File: config.mk
export PLATFORM = sky130hd
export DESIGN_NAME = pulse_transmitter_sequencer
export DESIGN_NICKNAME = d
export VERILOG_FILES = /design/src/rtl/pulse_transmitter_pkg.sv /design/src/rtl/pulse_transmitter_rising_edge_detector.sv /design/src/rtl/pulse_transmitter_sequencer.sv
export SDC_FILE = /design/constraint.sdc
export NUM_CORES = 1
export LEC_CHECK = 0
export ABC_AREA = 0
export BUFFER_PORTS_ARGS = -buffer_cell sky130_fd_sc_hd__buf_2
export CAP_MARGIN = 20
export CORE_MARGIN = 1
export CORE_UTILIZATION = 52
export CTS_CLUSTER_SIZE = 14
export DETAILED_ROUTE_END_ITERATION = 16
export PLACE_DENSITY_LB_ADDON = 0.25
export SYNTH_ARGS = -nofsm -noshare
export SYNTH_HDL_FRONTEND = slang
export SYNTH_HIERARCHICAL = 1
export SYNTH_SLANG_ARGS = --single-unit
File: constraint.sdc
create_clock -name clk -period 4.4 [get_ports clk]
set_input_delay 0.44 -clock clk [delete_from_list [all_inputs] [get_ports clk]]
set_output_delay 0.44 -clock clk [all_outputs]
set_load 0.02 [all_outputs]
File: src/rtl/pulse_transmitter_pkg.sv
// Shared types and constants for the pulse transmitter sequencer: FSM states,
// symbol encodings and the duration-table slicing helper.
package pulse_transmitter_pkg;

   typedef enum logic [1:0] {
      IDLE  = 2'd0,
      ISSUE = 2'd1,
      WAIT  = 2'd2
   } state_t;

   // Bit 1 of a symbol is the transmit level; bit 0 only selects a duration.
   localparam logic [1:0] LOW_A  = 2'd0;
   localparam logic [1:0] LOW_B  = 2'd1;
   localparam logic [1:0] HIGH_A = 2'd2;
   localparam logic [1:0] HIGH_B = 2'd3;

   // LSB position of the duration entry for symbol sym in the packed table.
   function automatic int unsigned dur_lsb(input logic [1:0] sym, input int unsigned width);
      return 32'(sym) * width;
   endfunction

endpackage

File: src/rtl/pulse_transmitter_rising_edge_detector.sv
// Registered rising-edge detector: o_rise is high in the cycle where i_level
// is high and was low in the previous cycle.
module pulse_transmitter_rising_edge_detector (
   input  logic clk,
   input  logic rst_n,
   input  logic i_level,
   output logic o_rise
);

   logic r_level_q;

   always_ff @(posedge clk or negedge rst_n) begin
      if (!rst_n) begin
         r_level_q <= 1'b0;
      end else begin
         r_level_q <= i_level;
      end
   end

   assign o_rise = i_level & ~r_level_q;

endmodule

File: src/rtl/pulse_transmitter_sequencer.sv
// Program sequencer: walks a symbol window with one-symbol prefetch, maps each
// symbol to a timer duration and reloads the one-shot timer back-to-back.
module pulse_transmitter_sequencer
   import pulse_transmitter_pkg::*;
#(
   parameter int PC_WIDTH   = 7,
   parameter int DUR_WIDTH  = 8,
   parameter int LOOP_WIDTH = 8
) (
   input  logic                   clk,
   input  logic                   rst_n,
   input  logic                   start,
   input  logic                   loop_en,
   input  logic [LOOP_WIDTH-1:0]  loop_count,
   input  logic [PC_WIDTH-1:0]    prog_start,
   input  logic [PC_WIDTH-1:0]    prog_end,
   input  logic [4*DUR_WIDTH-1:0] dur_table,
   output logic [PC_WIDTH-1:0]    sym_addr,
   input  logic [1:0]             sym_data,
   output logic                   tim_trig,
   output logic [DUR_WIDTH-1:0]   tim_duration,
   input  logic                   tim_done,
   output logic                   tx_level,
   output logic                   tx_valid,
   output logic                   busy,
   output logic                   done_pulse,
   output logic                   loop_pulse
);

   state_t                r_state;
   logic [PC_WIDTH-1:0]   r_pc;
   logic                  r_pf_level;
   logic [DUR_WIDTH-1:0]  r_pf_dur;
   logic                  r_pf_valid;
   logic                  r_pf_last;
   logic [LOOP_WIDTH-1:0] r_loop_rem;
   logic                  r_tx_level;
   logic                  r_tx_valid;

   logic                  w_start_edge;
   logic                  w_idle;
   logic                  w_launch;
   logic                  w_abort;
   logic                  w_issue;
   logic                  w_finish;
   logic                  w_fetch;
   logic [PC_WIDTH-1:0]   w_fetch_pc;
   logic [LOOP_WIDTH-1:0] w_loop_rem_cur;
   logic                  w_at_end;
   logic                  w_last_hit;
   logic                  w_wrap;
   logic [DUR_WIDTH-1:0]  w_dur_arr [4];
   logic [DUR_WIDTH-1:0]  w_sym_dur;

   pulse_transmitter_rising_edge_detector u_start_edge (
      .clk     (clk),
      .rst_n   (rst_n),
      .i_level (start),
      .o_rise  (w_start_edge)
   );

   for (genvar k = 0; k < 4; k++) begin : g_dur
      assign w_dur_arr[k] = dur_table[dur_lsb(2'(k), DUR_WIDTH) +: DUR_WIDTH];
   end
   assign w_sym_dur = w_dur_arr[sym_data];

   // Timer handshake: tim_trig is a single-cycle load strobe carrying
   // tim_duration; the timer answers with a single-cycle tim_done. A prefetched
   // symbol is issued in the very tim_done cycle, so consecutive symbols abut.
   assign w_idle   = (r_state == IDLE);
   assign w_launch = w_idle && w_start_edge;
   assign w_abort  = !w_idle && !start;
   assign w_issue  = !w_abort && ((r_state == ISSUE) ||
                                  ((r_state == WAIT) && tim_done && r_pf_valid));
   assign w_finish = !w_abort && (r_state == WAIT) && tim_done && !r_pf_valid;
   assign w_fetch  = w_launch || (w_issue && !r_pf_last);

   // In IDLE the first fetch happens before pc and loop_rem are loaded.
   assign w_fetch_pc     = w_idle ? prog_start : r_pc;
   assign w_loop_rem_cur = w_idle ? loop_count : r_loop_rem;
   assign w_at_end       = (w_fetch_pc == prog_end);
   assign w_last_hit     = w_at_end &&
                           (!loop_en || ((loop_count != '0) && (w_loop_rem_cur == '0)));
   assign w_wrap         = w_fetch && w_at_end && !w_last_hit;

   always_ff @(posedge clk or negedge rst_n) begin
      if (!rst_n) begin
         r_state    <= IDLE;
         r_pc       <= '0;
         r_pf_level <= 1'b0;
         r_pf_dur   <= '0;
         r_pf_valid <= 1'b0;
         r_pf_last  <= 1'b0;
         r_loop_rem <= '0;
         r_tx_level <= 1'b0;
         r_tx_valid <= 1'b0;
      end else begin
         if (w_launch) begin
            r_loop_rem <= loop_count;
         end

         if (w_fetch) begin
            r_pf_level <= sym_data[1];
            r_pf_dur   <= w_sym_dur;
            r_pf_valid <= 1'b1;
            r_pf_last  <= w_last_hit;
            if (!w_at_end) begin
               r_pc <= w_fetch_pc + PC_WIDTH'(1);
            end else if (w_wrap) begin
               r_pc <= prog_start;
               if (loop_count != '0) begin
                  r_loop_rem <= w_loop_rem_cur - LOOP_WIDTH'(1);
               end
            end else begin
               r_pc <= w_fetch_pc;
            end
         end else if (w_issue) begin
            r_pf_valid <= 1'b0;
         end

         case (r_state)
            IDLE: begin
               if (w_launch) begin
                  r_state <= ISSUE;
               end
            end
            ISSUE, WAIT: begin
               if (w_abort) begin
                  r_state    <= IDLE;
                  r_tx_valid <= 1'b0;
                  r_pf_valid <= 1'b0;
                  r_pf_last  <= 1'b0;
               end else if (w_issue) begin
                  r_tx_level <= r_pf_level;
                  r_tx_valid <= 1'b1;
                  r_state    <= WAIT;
               end else if (w_finish) begin
                  r_tx_valid <= 1'b0;
                  r_state    <= IDLE;
               end
            end
            default: r_state <= IDLE;
         endcase
      end
   end

   assign sym_addr     = w_fetch_pc;
   assign tim_trig     = w_issue;
   assign tim_duration = w_issue ? r_pf_dur : '0;
   assign tx_level     = r_tx_level;
   assign tx_valid     = r_tx_valid;
   assign busy         = !w_idle;
   assign done_pulse   = w_finish;
   assign loop_pulse   = w_wrap;

endmodule

==> flow_metrics.tcl, run 1 <==
set metrics [dict create \
    final_cell_mix "buf_2 (81), nand2_1 (47), dfrtp_1 (31)" \
    grt_overflow 0 \
    grt_usage 0.259 \
    dieArea_um2 5140 \
    grt_pass1_vias 2411 \
    hold_buffers 0 \
    grt_antenna_before_repair 0 \
    yosys.cell_types.count 57 \
    start_util 0.561 \
    chipWidth_um 71.7 \
    fmax_mhz 284 \
    grt_pass1_wl_mm 10.6 \
    hold_class "in -> async" \
    wirelength_mm 6.28 \
    numPlacedInstances 413 \
    synth-seq-area-share 0.307 \
    drt.antenna.violating_nets 0 \
    avgSynthCellArea_um2 8.56 \
    vias_per_cell 5.93 \
    setup_viol 0 \
    critical_path.startpoint_type "register" \
    slew_viol_final 0 \
    synthArstFlopShare 1.00 \
    min_period_over_period 0.800 \
    fin_area_um2 3020 \
    synth_top_area_frac 0.307 \
    outcome "completed" \
    cp-end-kind "register" \
    cts_root_buf "clkbuf_8" \
    layout_commonest_cell "buf_2" \
    crit_path_max_fanout 15 \
    num_vias 2498 \
    power.density_nw_per_um2 662 \
    place_congestion 0.881 \
    grt_max_degree 34 \
    ctsHtreeMaxLevel 2 \
    ys_warn_count 6 \
    num_antenna_cells 0 \
    cts_resized 0 \
    first_pass_iters 4 \
    drv_cap 0 \
    fin_setup_tns_ns 0 \
    synthToLayoutAreaGrowth_pct 19.6 \
    synth-edff-count 0 \
    yosys.area.top_type "dfrtp_1" \
    cp_data_arrival_time_ns 3.72 \
    crit_type "reg -> reg" \
    drt_iter0_markers 189 \
    hold_viol 0 \
    core-area_um2 4500 \
    p_leak_uw 0.00149 \
    dpl-instance-area_um2 2940 \
    num_rows 24 \
    synth_area_um2 2530 \
    clk_latency_ns 0.28 \
    relSlewSlack 0.346 \
    synth.net_count 362 \
    tightest_slew_ns 0.977 \
    drc 0 \
    ys_seq_elements 31 \
    die_y_um 71.7 \
    wl_per_cell_um 14.9 \
    synthCells 295 \
    clock_sinks 31 \
    post_cts_buffers 0 \
    power_uw 2000 \
    ys.flop_type "dfrtp_1" \
    rsz0062_at_grt "false" \
    io_buffers 81 \
    worst_hold_slack_ns 0.218 \
    ios 82 \
    layout-drive-gt1-share 0.306 \
    dpl.hpwl_mm 4.65 \
    final_nets 435 \
    tritoncts "done" \
    synth_area_leaders "dfrtp_1 (31%), mux4_2 (7.1%), nand2_1 (7.0%), mux2i_1 (4.0%), ha_1 (3.0%)" \
    layout_min_cycle_time_ns 3.52 \
    numCtsBuffers 5 \
    stdcell_count 421 \
    clock_skew_ns 0.00458 \
    vdd_drop_max_v 0.000428 \
    cp.required_ns 4.60 \
    path_clk_slew_ns 0.06 \
    clockBufferDepth 2 \
]
-- worst max-delay path: stages (launching register included) --
cell	delay, ns
dfrtp_1	0.41
inv_1	0.10
ha_1	0.56
mux2i_1	0.47
xnor2_1	0.17
nor4_4	0.39
nand2_2	0.25
or3_1	0.56
mux2_4	0.34
a211oi_2	0.20
-- sequential cells by signal, summed over array words and instances (netlist names) --
signal / count
r_loop_rem: 8
r_pc: 7
r_pf_dur: 8
r_pf_last: 1
r_pf_level: 1
r_pf_valid: 1
r_state: 2
tx_level: 1
tx_valid: 1
u_start_edge/r_level_q: 1
-- cells by family (layout without fill, tap and decap cells) --
group	after synthesis	after routing	share of synthesized area
buffers and inverters	34	108	0.0565
xor gates and xnor gates	8	8	0.0277
muxes	24	24	0.140
AOI/OAI and AO/OA	69	69	0.198
adders and majority gates	6	6	0.0297
DFF	31	31	0.307
and+or+nand+nor	123	123	0.241
-- path summary, 6_finish.rpt --
path	from	endpoint	slack, ns	cells after the start
min in group clk	start	u_start_edge/r_level_q	0.30	1
worst min-delay path	rst_n	r_loop_rem[7]	0.22	1
worst max-delay path	r_state[0]	r_loop_rem[6]	0.88	9
worst min register to register	r_pf_dur[6]	r_pf_dur[6]	0.47	2
max in group asynchronous	rst_n	r_pf_dur[6]	3.71	1
worst max register to register	r_state[0]	r_loop_rem[6]	0.88	9
-- report_power, final --
part | internal (µW) | switching [µW] | leakage (µW)
Clock | 111 | 107 | 0.0000422
Combinational | 482 | 781 | 0.00107
Sequential | 422 | 97.6 | 0.000375
Total | 1010 | 985 | 0.00149
-- through the flow --
stage / setup WS, ns / util
4_1_cts: 0.882 / 0.671
5_1_grt: 0.636 / 0.671
2_1_floorplan: 1.05 / -
3_3_place_gp: 0.988 / 0.653
6_report: 0.882 / 0.671
3_5_place_dp: 0.908 / 0.653
-- metal layers --
metal	vias up	wire, µm	part of all wire	GRT usage
met1	1177	2890	0.46	0.356
met5	-	0	0	0
met2	92	3010	0.48	0.425
li1	1226	-	-	-
met3	3	361	0.058	0.0464
met4	0	16	0.0025	0.0719
-- layout make-up --
class | count | area, µm²
clock buffers | 7 | 76.3
clock inverters | 1 | 5.00
fillers | 385 | 1480
inverters | 17 | 63.8
multi-input cells | 230 | 1610
flip-flops and latches | 31 | 776
well taps | 52 | 65.1
repair buffers | 83 | 420
-- cell usage after synthesis (3+ instances only) --
cell	number
xnor2_1	5
xor2_1	3
clkbuf_1	10
nand2_1	47
nor2_1	20
nor3_1	14
a22o_1	3
mux2_2	4
mux2i_1	10
a21oi_1	11
o21ai_0	10
or3_1	5
ha_1	6
buf_1	5
a31oi_1	6
nand3_1	8
nor4_1	3
inv_1	17
and2_1	10
o31ai_1	3
mux4_2	8
dfrtp_1	31
o32ai_1	3
nor3b_1	4
a31o_2	4
(Power assumes the default switching activity.)
==> run 2: changes to the inputs <==
==> constraint.sdc (replaced) <==
create_clock -name clk -period 3.5 [get_ports clk]
set_input_delay 0.35 -clock clk [delete_from_list [all_inputs] [get_ports clk]]
set_output_delay 0.35 -clock clk [all_outputs]
set_load 0.02 [all_outputs]
==> flow_metrics.tcl, run 2 (synthesis gave the netlist of run 1 again) <==
set metrics [dict create \
    ios 82 \
    clk_latency_ns 0.29 \
    r2r-start "r_state[0]" \
    grt_pass1_wl_mm 10.3 \
    stdcell_count 424 \
    num_vias 2465 \
    grt_overflow 0 \
    min_period_over_period 0.907 \
    final_util 0.680 \
    drt.antenna.violating_nets 0 \
    crit_path_max_fanout 18 \
    n_fill_cell 385 \
    vdd_drop_max_v 0.000587 \
    post_cts_buffers 0 \
    synthToLayoutAreaGrowth_pct 21.3 \
    slew_viol_final 0 \
    tightest_slew_ns 0.724 \
    hold_viol 0 \
    wl_per_cell_um 14.6 \
    setup_viol 0 \
    dieArea_um2 5140 \
    numCtsBuffers 5 \
    reg_top3 "r_loop_rem x8, r_pf_dur x8, r_pc x7" \
    path_cells "inv_1 > ha_2 > mux2i_2 > xnor2_1 > nor4_4 > nand2_2 > buf_4 > nor3_1 > buf_2" \
    io_buffers 81 \
    dpl.hpwl_mm 4.75 \
    grt_usage 0.255 \
    numPlacedInstances 416 \
    cp.required_ns 3.15 \
    rsz0062_at_grt "false" \
    path_clk_slew_ns 0.06 \
    grt_antenna_before_repair 0 \
    layout-drive-gt1-share 0.317 \
    final_nets 438 \
    grt_pass1_vias 2325 \
    cp_data_arrival_time_ns 2.82 \
    crit_type "reg -> out" \
    start_util 0.561 \
    final_cell_mix "buf_2 (81), nand2_1 (47), dfrtp_1 (31)" \
    cts_root_buf "clkbuf_8" \
    die_y_um 71.7 \
    outcome "completed" \
    num_antenna_cells 0 \
    setup_ws_ns 0.325 \
    first_pass_iters 4 \
    vias_per_cell 5.81 \
    grt_max_degree 32 \
    layout_min_cycle_time_ns 3.17 \
    tritoncts "done" \
    post-place-ws_ns 0.126 \
    fin_setup_tns_ns 0 \
    clock_skew_ns 0.00404 \
    clockBufferDepth 2 \
    max_stage_delay_ns 0.43 \
    hold_class "in -> async" \
    fin_area_um2 3060 \
    num_rows 24 \
    core-area_um2 4500 \
    chipWidth_um 71.7 \
    critical_path.startpoint_type "register" \
    drt_iter0_markers 160 \
    dpl-instance-area_um2 2960 \
    layout_commonest_cell "buf_2" \
    rr_worst_depth 10 \
    place_congestion 0.942 \
    wirelength_mm 6.18 \
    drc 0 \
    crit_path_start "r_state[0]" \
    critical-path-slowest-cell "ha_2" \
    power.density_nw_per_um2 835 \
    ctsHtreeMaxLevel 2 \
    clock_sinks 31 \
    relSlewSlack 0.518 \
    drv_cap 0 \
    cp-end-kind "primary output" \
    p_leak_uw 0.00151 \
    fmax_mhz 315 \
]
## run 2: cell count changes in the layout (fill, tap and decap cells not counted)
cell      delta
buf_4        +3
ha_2         +1
clkbuf_8     +2
clkbuf_1     -1
ha_1         -1
clkinv_2     -1
## run 2: power breakdown
group | internal (µW) | switching (µW) | leakage, µW
sequential | 530 | 123 | 0.000375
clock | 179 | 134 | 0.0000515
combinational | 627 | 965 | 0.00108
## run 2: cell type report
type / count / area (µm²) / area share
flip-flops and latches: 31 / 776 / 0.253
repair buffers: 86 / 443 / 0.145
multi-input cells: 230 / 1620 / 0.528
inverters: 17 / 63.8 / 0.0208
well taps: 52 / 65.1 / 0.0212
clock buffers: 8 / 100 / 0.0327
## run 2: metal layers
layer | vias to the layer above | routed length, µm | global-route usage
li1 | 1231 | - | -
met1 | 1149 | 2810 | 0.339
met2 | 78 | 2980 | 0.421
met3 | 7 | 323 | 0.0563
met4 | 0 | 57 | 0.0697
met5 | - | 0 | 0
## run 2: final timing paths
| path | endpoint | slack [ns] |
|---|---|---|
| max in group asynchronous | r_loop_rem[2] | 2.92 |
| hold reg to reg | r_pf_dur[4] | 0.47 |
| setup reg to reg | r_loop_rem[2] | 0.34 |
| min in group clk | u_start_edge/r_level_q | 0.21 |
| setup / recovery | loop_pulse | 0.33 |
| hold / removal | r_loop_rem[7] | 0.11 |
## run 2: through the flow
stage	hold slack, ns	power [µW]
6_report	0.109	2560
5_1_grt	0.168	2790
4_1_cts	0.132	2560
3_5_place_dp	0.449	2240
3_3_place_gp	0.443	2210
2_1_floorplan	0.0544	1860
## run 2: critical path: cells and delay by family (launching register included)
kind                       cells  cell delay (ns)
and+or+nand+nor                3             0.65
buffers and inverters          3             0.49
adders and majority gates      1             0.43
DFF                            1             0.41
muxes                          1             0.38
xor gates and xnor gates       1             0.17
## run 2: what timing repair did
item / CTS / global route
hold buffers: 0 / 0
resized for setup: 0 / 1
setup endpoints to repair: 0 / 8
